`src/rtl/fifo_flex_pkg.sv`:
```
`default_nettype none
// +----------------------------------------------------------------------------+
// | Package   : fifo_flex_pkg                                                  |
// | Purpose   : Shared defaults, flag bundle type and threshold range checks   |
// |             for the fifo_flex buffer and its controller.                   |
// | Revision  : 1.0 - initial release                                          |
// +----------------------------------------------------------------------------+
package fifo_flex_pkg;

  localparam int FIFO_D_BIT    = 8;
  localparam int FIFO_ADDR_BIT = 4;

  // All status flags travel together so reset/flush can load them in one go.
  typedef struct packed {
    logic full;
    logic empty;
    logic almost_full;
    logic almost_empty;
    logic overflow;
    logic underflow;
  } fifo_flags_t;

  // almost_full must be reachable and non-trivial: 1..depth.
  function automatic bit af_level_ok(input int af, input int addr_bit);
    return (af >= 1) && (af <= (1 << addr_bit));
  endfunction

  // almost_empty must be able to deassert: 0..depth-1.
  function automatic bit ae_level_ok(input int ae, input int addr_bit);
    return (ae >= 0) && (ae <= (1 << addr_bit) - 1);
  endfunction

endpackage
`default_nettype wire

```
`src/rtl/fifo_flex_ctrl.sv`:
```
`default_nettype none
// +----------------------------------------------------------------------------+
// | Module    : fifo_flex_ctrl                                                 |
// | Purpose   : Pointer, occupancy and flag control for fifo_flex.             |
// | Ports     : clk, rst, clr, wr, rd in; w_addr, r_addr, wr_en to storage;     |
// |             count and registered flag bundle out.                          |
// | Revision  : 1.0 - initial release                                          |
// +----------------------------------------------------------------------------+
module fifo_flex_ctrl
  import fifo_flex_pkg::*;
#(
  parameter int ADDR_BIT = FIFO_ADDR_BIT,
  parameter int AF_LEVEL = 14,
  parameter int AE_LEVEL = 2
) (
  input  logic                clk,
  input  logic                rst,
  input  logic                clr,
  input  logic                wr,
  input  logic                rd,
  output logic [ADDR_BIT-1:0] w_addr,
  output logic [ADDR_BIT-1:0] r_addr,
  output logic                wr_en,
  output logic [ADDR_BIT:0]   count,
  output fifo_flags_t         flags
);

  localparam logic [ADDR_BIT:0]   c_depth   = (ADDR_BIT+1)'(1 << ADDR_BIT);
  localparam logic [ADDR_BIT:0]   c_af      = (ADDR_BIT+1)'(AF_LEVEL);
  localparam logic [ADDR_BIT:0]   c_ae      = (ADDR_BIT+1)'(AE_LEVEL);
  localparam logic [ADDR_BIT:0]   c_cnt_one = (ADDR_BIT+1)'(1);
  localparam logic [ADDR_BIT-1:0] c_ptr_one = ADDR_BIT'(1);
  localparam fifo_flags_t         c_flags_rst = '{
    full: 1'b0, empty: 1'b1, almost_full: 1'b0, almost_empty: 1'b1,
    overflow: 1'b0, underflow: 1'b0
  };

  logic [ADDR_BIT-1:0] r_wr_ptr;
  logic [ADDR_BIT-1:0] r_rd_ptr;
  logic [ADDR_BIT:0]   r_count;
  fifo_flags_t         r_flags;

  logic                w_rd_ok;
  logic                w_wr_ok;
  logic [ADDR_BIT:0]   w_count_nxt;

  // A read frees the head slot in the same edge, so a full FIFO can still
  // accept a write when it is also being read.
  always_comb begin
    w_rd_ok     = rd & ~r_flags.empty;
    w_wr_ok     = wr & (~r_flags.full | w_rd_ok);
    w_count_nxt = r_count;
    if (w_wr_ok && !w_rd_ok) begin
      w_count_nxt = r_count + c_cnt_one;
    end else if (w_rd_ok && !w_wr_ok) begin
      w_count_nxt = r_count - c_cnt_one;
    end
  end

  // Flush discards the concurrent write without touching storage.
  assign wr_en  = w_wr_ok & ~clr & ~rst;
  assign w_addr = r_wr_ptr;
  assign r_addr = r_rd_ptr;
  assign count  = r_count;
  assign flags  = r_flags;

  always_ff @(posedge clk) begin
    if (rst || clr) begin
      r_wr_ptr <= '0;
      r_rd_ptr <= '0;
      r_count  <= '0;
      r_flags  <= c_flags_rst;
    end else begin
      if (w_wr_ok) begin
        r_wr_ptr <= r_wr_ptr + c_ptr_one;
      end
      if (w_rd_ok) begin
        r_rd_ptr <= r_rd_ptr + c_ptr_one;
      end
      r_count              <= w_count_nxt;
      // Level flags are derived from the next count so they line up with it.
      r_flags.full         <= (w_count_nxt == c_depth);
      r_flags.empty        <= (w_count_nxt == '0);
      r_flags.almost_full  <= (w_count_nxt >= c_af);
      r_flags.almost_empty <= (w_count_nxt <= c_ae);
      r_flags.overflow     <= r_flags.overflow  | (wr & ~w_wr_ok);
      r_flags.underflow    <= r_flags.underflow | (rd & ~w_rd_ok);
    end
  end

endmodule
`default_nettype wire

```
`src/rtl/register_file.sv`:
```
`default_nettype none
// +----------------------------------------------------------------------------+
// | Module    : register_file                                                  |
// | Purpose   : Parametrised storage array, synchronous write, combinational   |
// |             read. Contents are not reset.                                  |
// | Ports     : clk, wr_en, w_addr, r_addr, w_data -> r_data = mem[r_addr]      |
// | Revision  : 1.0 - initial release                                          |
// +----------------------------------------------------------------------------+
module register_file #(
  parameter int DATA_W = 8,
  parameter int ADDR_W = 4
) (
  input  logic              clk,
  input  logic              wr_en,
  input  logic [ADDR_W-1:0] w_addr,
  input  logic [ADDR_W-1:0] r_addr,
  input  logic [DATA_W-1:0] w_data,
  output logic [DATA_W-1:0] r_data
);

  logic [DATA_W-1:0] r_mem [2**ADDR_W];

  always_ff @(posedge clk) begin
    if (wr_en) begin
      r_mem[w_addr] <= w_data;
    end
  end

  assign r_data = r_mem[r_addr];

endmodule
`default_nettype wire

```
`src/rtl/fifo_flex.sv`:
```
`default_nettype none
// +----------------------------------------------------------------------------+
// | Module    : fifo_flex                                                      |
// | Purpose   : Show-ahead FIFO with occupancy count, programmable almost      |
// |             flags, sticky overflow/underflow and synchronous flush.        |
// | Ports     : clk, rst, clr, wr, rd, w_data in; r_data, full, empty,         |
// |             almost_full, almost_empty, count, overflow, underflow out.     |
// | Revision  : 1.0 - initial release                                          |
// +----------------------------------------------------------------------------+
module fifo_flex
  import fifo_flex_pkg::*;
#(
  parameter int D_BIT    = FIFO_D_BIT,
  parameter int ADDR_BIT = FIFO_ADDR_BIT,
  parameter int AF_LEVEL = 14,
  parameter int AE_LEVEL = 2
) (
  input  logic                clk,
  input  logic                rst,
  input  logic                clr,
  input  logic                wr,
  input  logic                rd,
  input  logic [D_BIT-1:0]    w_data,
  output logic [D_BIT-1:0]    r_data,
  output logic                full,
  output logic                empty,
  output logic                almost_full,
  output logic                almost_empty,
  output logic [ADDR_BIT:0]   count,
  output logic                overflow,
  output logic                underflow
);

  if (!af_level_ok(AF_LEVEL, ADDR_BIT)) begin : g_bad_af_level
    $error("fifo_flex: AF_LEVEL out of range 1..2**ADDR_BIT");
  end
  if (!ae_level_ok(AE_LEVEL, ADDR_BIT)) begin : g_bad_ae_level
    $error("fifo_flex: AE_LEVEL out of range 0..2**ADDR_BIT-1");
  end

  logic [ADDR_BIT-1:0] w_w_addr;
  logic [ADDR_BIT-1:0] w_r_addr;
  logic                w_wr_en;
  fifo_flags_t         w_flags;

  fifo_flex_ctrl #(
    .ADDR_BIT (ADDR_BIT),
    .AF_LEVEL (AF_LEVEL),
    .AE_LEVEL (AE_LEVEL)
  ) u_ctrl (
    .clk    (clk),
    .rst    (rst),
    .clr    (clr),
    .wr     (wr),
    .rd     (rd),
    .w_addr (w_w_addr),
    .r_addr (w_r_addr),
    .wr_en  (w_wr_en),
    .count  (count),
    .flags  (w_flags)
  );

  register_file #(
    .DATA_W (D_BIT),
    .ADDR_W (ADDR_BIT)
  ) u_mem (
    .clk    (clk),
    .wr_en  (w_wr_en),
    .w_addr (w_w_addr),
    .r_addr (w_r_addr),
    .w_data (w_data),
    .r_data (r_data)
  );

  assign full         = w_flags.full;
  assign empty        = w_flags.empty;
  assign almost_full  = w_flags.almost_full;
  assign almost_empty = w_flags.almost_empty;
  assign overflow     = w_flags.overflow;
  assign underflow    = w_flags.underflow;

endmodule
`default_nettype wire

```
`config.mk`:
```
export PLATFORM = sky130hd
export DESIGN_NAME = fifo_flex
export DESIGN_NICKNAME = d
export VERILOG_FILES = /design/src/rtl/fifo_flex_pkg.sv /design/src/rtl/fifo_flex_ctrl.sv /design/src/rtl/register_file.sv /design/src/rtl/fifo_flex.sv
export SDC_FILE = /design/constraint.sdc
export NUM_CORES = 1
export LEC_CHECK = 0
export BUFFER_PORTS_ARGS = -buffer_cell sky130_fd_sc_hd__buf_2
export CAP_MARGIN = 10
export CORE_UTILIZATION = 57
export CTS_BUF_LIST = sky130_fd_sc_hd__clkbuf_2
export CTS_CLUSTER_DIAMETER = 120
export CTS_CLUSTER_SIZE = 25
export DETAILED_ROUTE_END_ITERATION = 10
export GPL_ROUTABILITY_DRIVEN = 1
export PLACE_DENSITY = 0.77
export SYNTH_ARGS = -nofsm -noshare
export SYNTH_HDL_FRONTEND = slang
export SYNTH_SLANG_ARGS = --single-unit
```
`constraint.sdc`:
```
create_clock -name clk -period 2.18 [get_ports clk]
set_input_delay 0.436 -clock clk [delete_from_list [all_inputs] [get_ports clk]]
set_output_delay 0.436 -clock clk [all_outputs]
set_load 0.01 [all_outputs]
```
[Yosys cells after proc, flatten, opt, wreduce, memory -nomap -nowiden]
Memories as Yosys holds them, arrays and structs flattened. A register that Yosys moved wholly into a read port is not among the register bits.
Cells that the tools add are included.
Word-level totals
  flip-flop bits (word level): 19
  memory bits (writable): 128
  bits of input ports: 13
  output and inout bits: 19
  logic and storage cells: 44
  memories kept: 1
Cells by class
  add/subtract/negate cells: 4
  $lt $le $gt $ge: 2
  equality and inequality tests: 1
  mux-type cells: 6
  bitwise gates (word level): 15
  reduce and logical (&&, ||, !) cells: 6
Memory list
  u_mem.r_mem: depth 16, bits a word 8, read ports 1, clocked after Yosys merged registers in 1, wr ports 1, RTL line register_file.sv:21  | logic [DATA_W-1:0] r_mem [2**ADDR_W];
Operator list (number)
  $mux W5: 2
  $add A4 B1 Y4 const B: 2
  $mux W4: 2
  $and A1 B1 Y1: 6
  $not A1 Y1: 6
  $add A5 B1 Y5 const B: 1
  $eq A5 B5 Y1 const B: 1
  $ge A5 B4 Y1 const B: 1
  $le A5 B2 Y1 const B: 1
  $logic_not A5 Y1: 1
  $sub A5 B1 Y5 const B: 1
  $or A1 B1 Y1: 3
  $logic_and A1 B1 Y1: 2
  $logic_not A1 Y1: 2
  $mux W1: 2
  $logic_or A1 B1 Y1: 1

[Logic depth before layout (Yosys ltp)]
  word-level depth: 9
  mapped depth: 7

[Cells and area by module]
From an unflattened synthesis, not the netlist that was laid out.
Unflattened totals
  cell total of the unflattened synthesis: 319
  area, all modules: 5948.2 um^2
By module, submodules not included
  register_file: instances 1, cells an instance 221, area an instance 4987.3 um^2
  fifo_flex_ctrl: instances 1, cells an instance 98, area an instance 960.9 um^2

[Worst setup path before layout]
OpenSTA, ideal clock, no wires.
  kind: register to output
  from: register (tool-made name)
  to: output port r_data[0]
  arrival time: 1.591 ns
  slack: 0.153 ns
  cell stages (with the launch flop): 5
  buffers on the path: 2
  path through: dfxtp_1 > buf_6 > buf_8 > mux4_1 > mux4_2
RTL lines
  end, declared: RTL line fifo_flex.sv:24  | output logic [D_BIT-1:0] r_data,

==> flow_summary.json <==
{
  "async_flop_share_pct": 0,
  "synth_flop_cell": "edfxtp_1",
  "cts_root_buffer": "clkbuf_2",
  "hold_depth": 1,
  "finalHoldViolations": 0,
  "worst_slew_pin_slew_ns": 0.5148,
  "wl_met3_um": 616,
  "numCtsBuffers": 17,
  "crit_type": "reg -> out",
  "setup_viol": 8,
  "fill_cells": 714,
  "clkTransAtPathRegs_ns": 0.20,
  "drtIter0Drc": 253,
  "crit_arrival_ns": 2.49,
  "critPathTopFamily": "multiplexers",
  "violations": "negative setup slack",
  "fp-row-count": 37,
  "cp.depth": 4,
  "ys_warn_count": 0,
  "p_switching_w": 0.001020,
  "cts_tree": "built",
  "cts.sinks": 151,
  "setup-tns-final_ns": -5.668,
  "syn-instance-count": 314,
  "fin_skew_ns": 0.01744,
  "grt_overflow_total": 0,
  "cp-start-kind": "flop",
  "power_switching_share_pct": 21.02,
  "synth_cell_type_count": 40,
  "clkLatencyLatePin_ns": 0.66,
  "grt_pass1_vias": 3199,
  "synth_area_leaders": "edfxtp_1 63%, mux4_1 10%, dfxtp_1 7.6%",
  "ir_drop_uv": 334.7,
  "slowest_delay_ns": 0.53,
  "ctsLongestPathBuffers": 2,
  "coreArea_um2": 10320,
  "cp_num_buf_inv": 2,
  "post-route-period-util_pct": 134.1,
  "worstHoldPathType": "in -> reg",
  "status": "finished with violations",
  "synth_fp_nets": 334,
  "critPathRequiredTime_ns": 1.74,
  "maxCapViolations": 0,
  "worst_hold_slack_ns": 0.1189,
  "wl_met2_um": 6148,
  "grt_max_degree": 33,
  "internal_power_w": 0.003833,
  "die_area_um2": 11090,
  "final_nets": 403,
  "cp_slowest_cell": "mux4_2",
  "yosys-top-cells-count": "128 x edfxtp_1, 33 x nor2_1, 24 x mux4_1",
  "antenna_found_initial": 0,
  "worstPathMaxFanout": 12,
  "p_comb_share_pct": 3.9,
  "p_leak_nw": 2.278,
  "finish.utilization_pct": 65.98,
  "top_layer_used": "met4",
  "avgViaCountPerCell": 5.817,
  "powerDensity_nw_per_um2": 712.6,
  "track_usage_pct": 23.12,
  "placed_cell_area_um2": 6553,
  "place.gp.congestion": 0.8563,
  "synth_top_cell_area_share_pct": 63.20,
  "relSlewSlack_pct": 65.64,
  "route.detailed.drc": 0,
  "power_frac_clock_pct": 31.1,
  "ys_seq_area_share_pct": 70.77,
  "wl_met1_um": 4678,
  "final_area_um2": 6812,
  "drt-total-wl_um": 11540,
  "yosysTopAreaCell": "edfxtp_1",
  "die_h_um": 105.3,
  "cp_common_cell": "mux4_2",
  "cp_cell_sequence": "buf_12, mux4_2, mux4_2, buf_6",
  "synth_area_um2": 6082,
  "area_growth_pct": 11.99,
  "preCtsSetupSlack_ns": -0.05426,
  "setup_ws_ns": -0.7433,
  "vias": 3089,
  "ant_nets": 0,
  "cts_max_level": 4,
  "seq_power_share_pct": 64.9,
  "drive_above_1_share_pct": 32.15,
  "drt-pass1-iter-count": 4,
  "synth_edf_count": 128,
  "die_w_um": 105.3,
  "fmax_mhz": 342.1,
  "num_antenna_cells": 0,
  "ys_ff_latch": 151,
  "slew_viol_final": 0,
  "synth_area_per_cell_um2": 19.37,
  "synth_most_common_cell": "edfxtp_1",
  "grt_setup_unrepaired": "true",
  "start_util_pct": 58.91,
  "wl_per_cell_um": 21.73,
  "end_kind": "primary output",
  "grt_pass1_wl_um": 17940,
  "dp_hpwl_um": 7160,
  "io_buffers": 31,
  "min_period_ns": 2.923,
  "io_pins": 32,
  "r2r_cells": 7
}
-- repair_timing --
action / CTS / global route
setup endpoints to repair: 8 / 8
endpoints found under the hold margin: 2 / 0
resized for setup: 12 / 12
hold buffers: 3 / 0
setup buffers: 0 / 0
cloned: 0 / 1
-- worst paths after layout --
kind / startpoint / end / slack (ns)
min: w_data[0] / u_mem.r_mem[8][0] / 0.12
max reg2reg: u_ctrl.count[0] / u_ctrl.flags[2] / 0.26
min reg2reg: u_ctrl.flags[1] / u_ctrl.flags[1] / 0.50
max: flop / r_data[7] / -0.74
-- state kept, by name (all words and copies together), names as in the netlist, named ones only --
register and cells:
u_mem.r_mem 128, u_ctrl.w_addr 4, u_ctrl.r_addr 4, u_ctrl.flags 6, u_ctrl.count 5
-- cells by family (layout without fill, tap and decap cells) --
logic type      count (synthesis)  count (layout)  synth area share [%]
xor+xnor                        9               9                 1.296
flops                         151             151                 70.77
compound gates                 16              16                 2.139
buf+inv                        17              98                 1.954
mux                            41              41                 16.46
simple gates                   73              73                 5.945
fa+ha+maj                       7               7                 1.440
-- cell usage in the layout, fill, tap and decap left out, types with 2 or more instances in the layout --
master	n
nand2_1	12
nand2b_1	2
clkinvlp_4	2
dlygate4sd3_1	3
clkinv_1	6
buf_2	25
buf_4	25
mux4_2	33
nor2b_1	3
mux4_1	7
clkinv_2	2
nand3_1	4
clkbuf_2	18
o21ai_1	2
xor2_1	6
and2_1	4
nand4_1	2
buf_12	3
nor3_1	4
dfxtp_1	22
edfxtp_1	128
ha_1	7
o31ai_1	2
nor3b_2	3
inv_1	4
a21oi_1	5
nor2_1	33
xnor2_1	3
buf_6	6
bufinv_16	3
-- metal layers --
layer	up-vias	global-route usage, %
met5	-	0
met4	0	10.87
met3	8	4.824
met2	98	38.06
met1	1593	29.72
li1	1390	-
-- stage by stage --
stage | instances | power, W
floorplan | 314 | 0.003315
global placement | 496 | 0.003386
detailed placement | 496 | 0.003395
CTS | 530 | 0.004890
global route | 531 | 0.005031
finish | 531 | 0.004854
-- cell type report --
class | instances | area [µm²] | share of cell area (%)
flip-flops and latches | 151 | 4308 | 63.24
multi-input cells | 146 | 1595 | 23.42
repair buffers | 63 | 495.5 | 7.274
well taps | 136 | 170.2 | 2.498
clock inverters | 13 | 137.6 | 2.021
clock buffers | 18 | 90.09 | 1.323
inverters | 4 | 15.01 | 0.2204
-- worst register-to-register path, cell delays in order, from the launching register on --
cell and delay [ns]:
dfxtp_1 0.47, inv_1 0.11, ha_1 0.21, and4bb_1 0.23, nor3b_2 0.17, nor3_1 0.27, nor3b_2 0.12, a2111oi_2 0.27
-- power groups by stage --
stage | sequential [W] | combinational (W) | clock (W)
after CTS | 0.00315 | 0.000187 | 0.00155
after global placement | 0.00321 | 0.000172 | 0
after detailed placement | 0.00322 | 0.000179 | 0
after global routing | 0.00316 | 0.000212 | 0.00166
final | 0.00315 | 0.000191 | 0.00151
after floorplan | 0.00322 | 0.0000984 | 0
No activity file was read; power rests on OpenSTA's default activity.
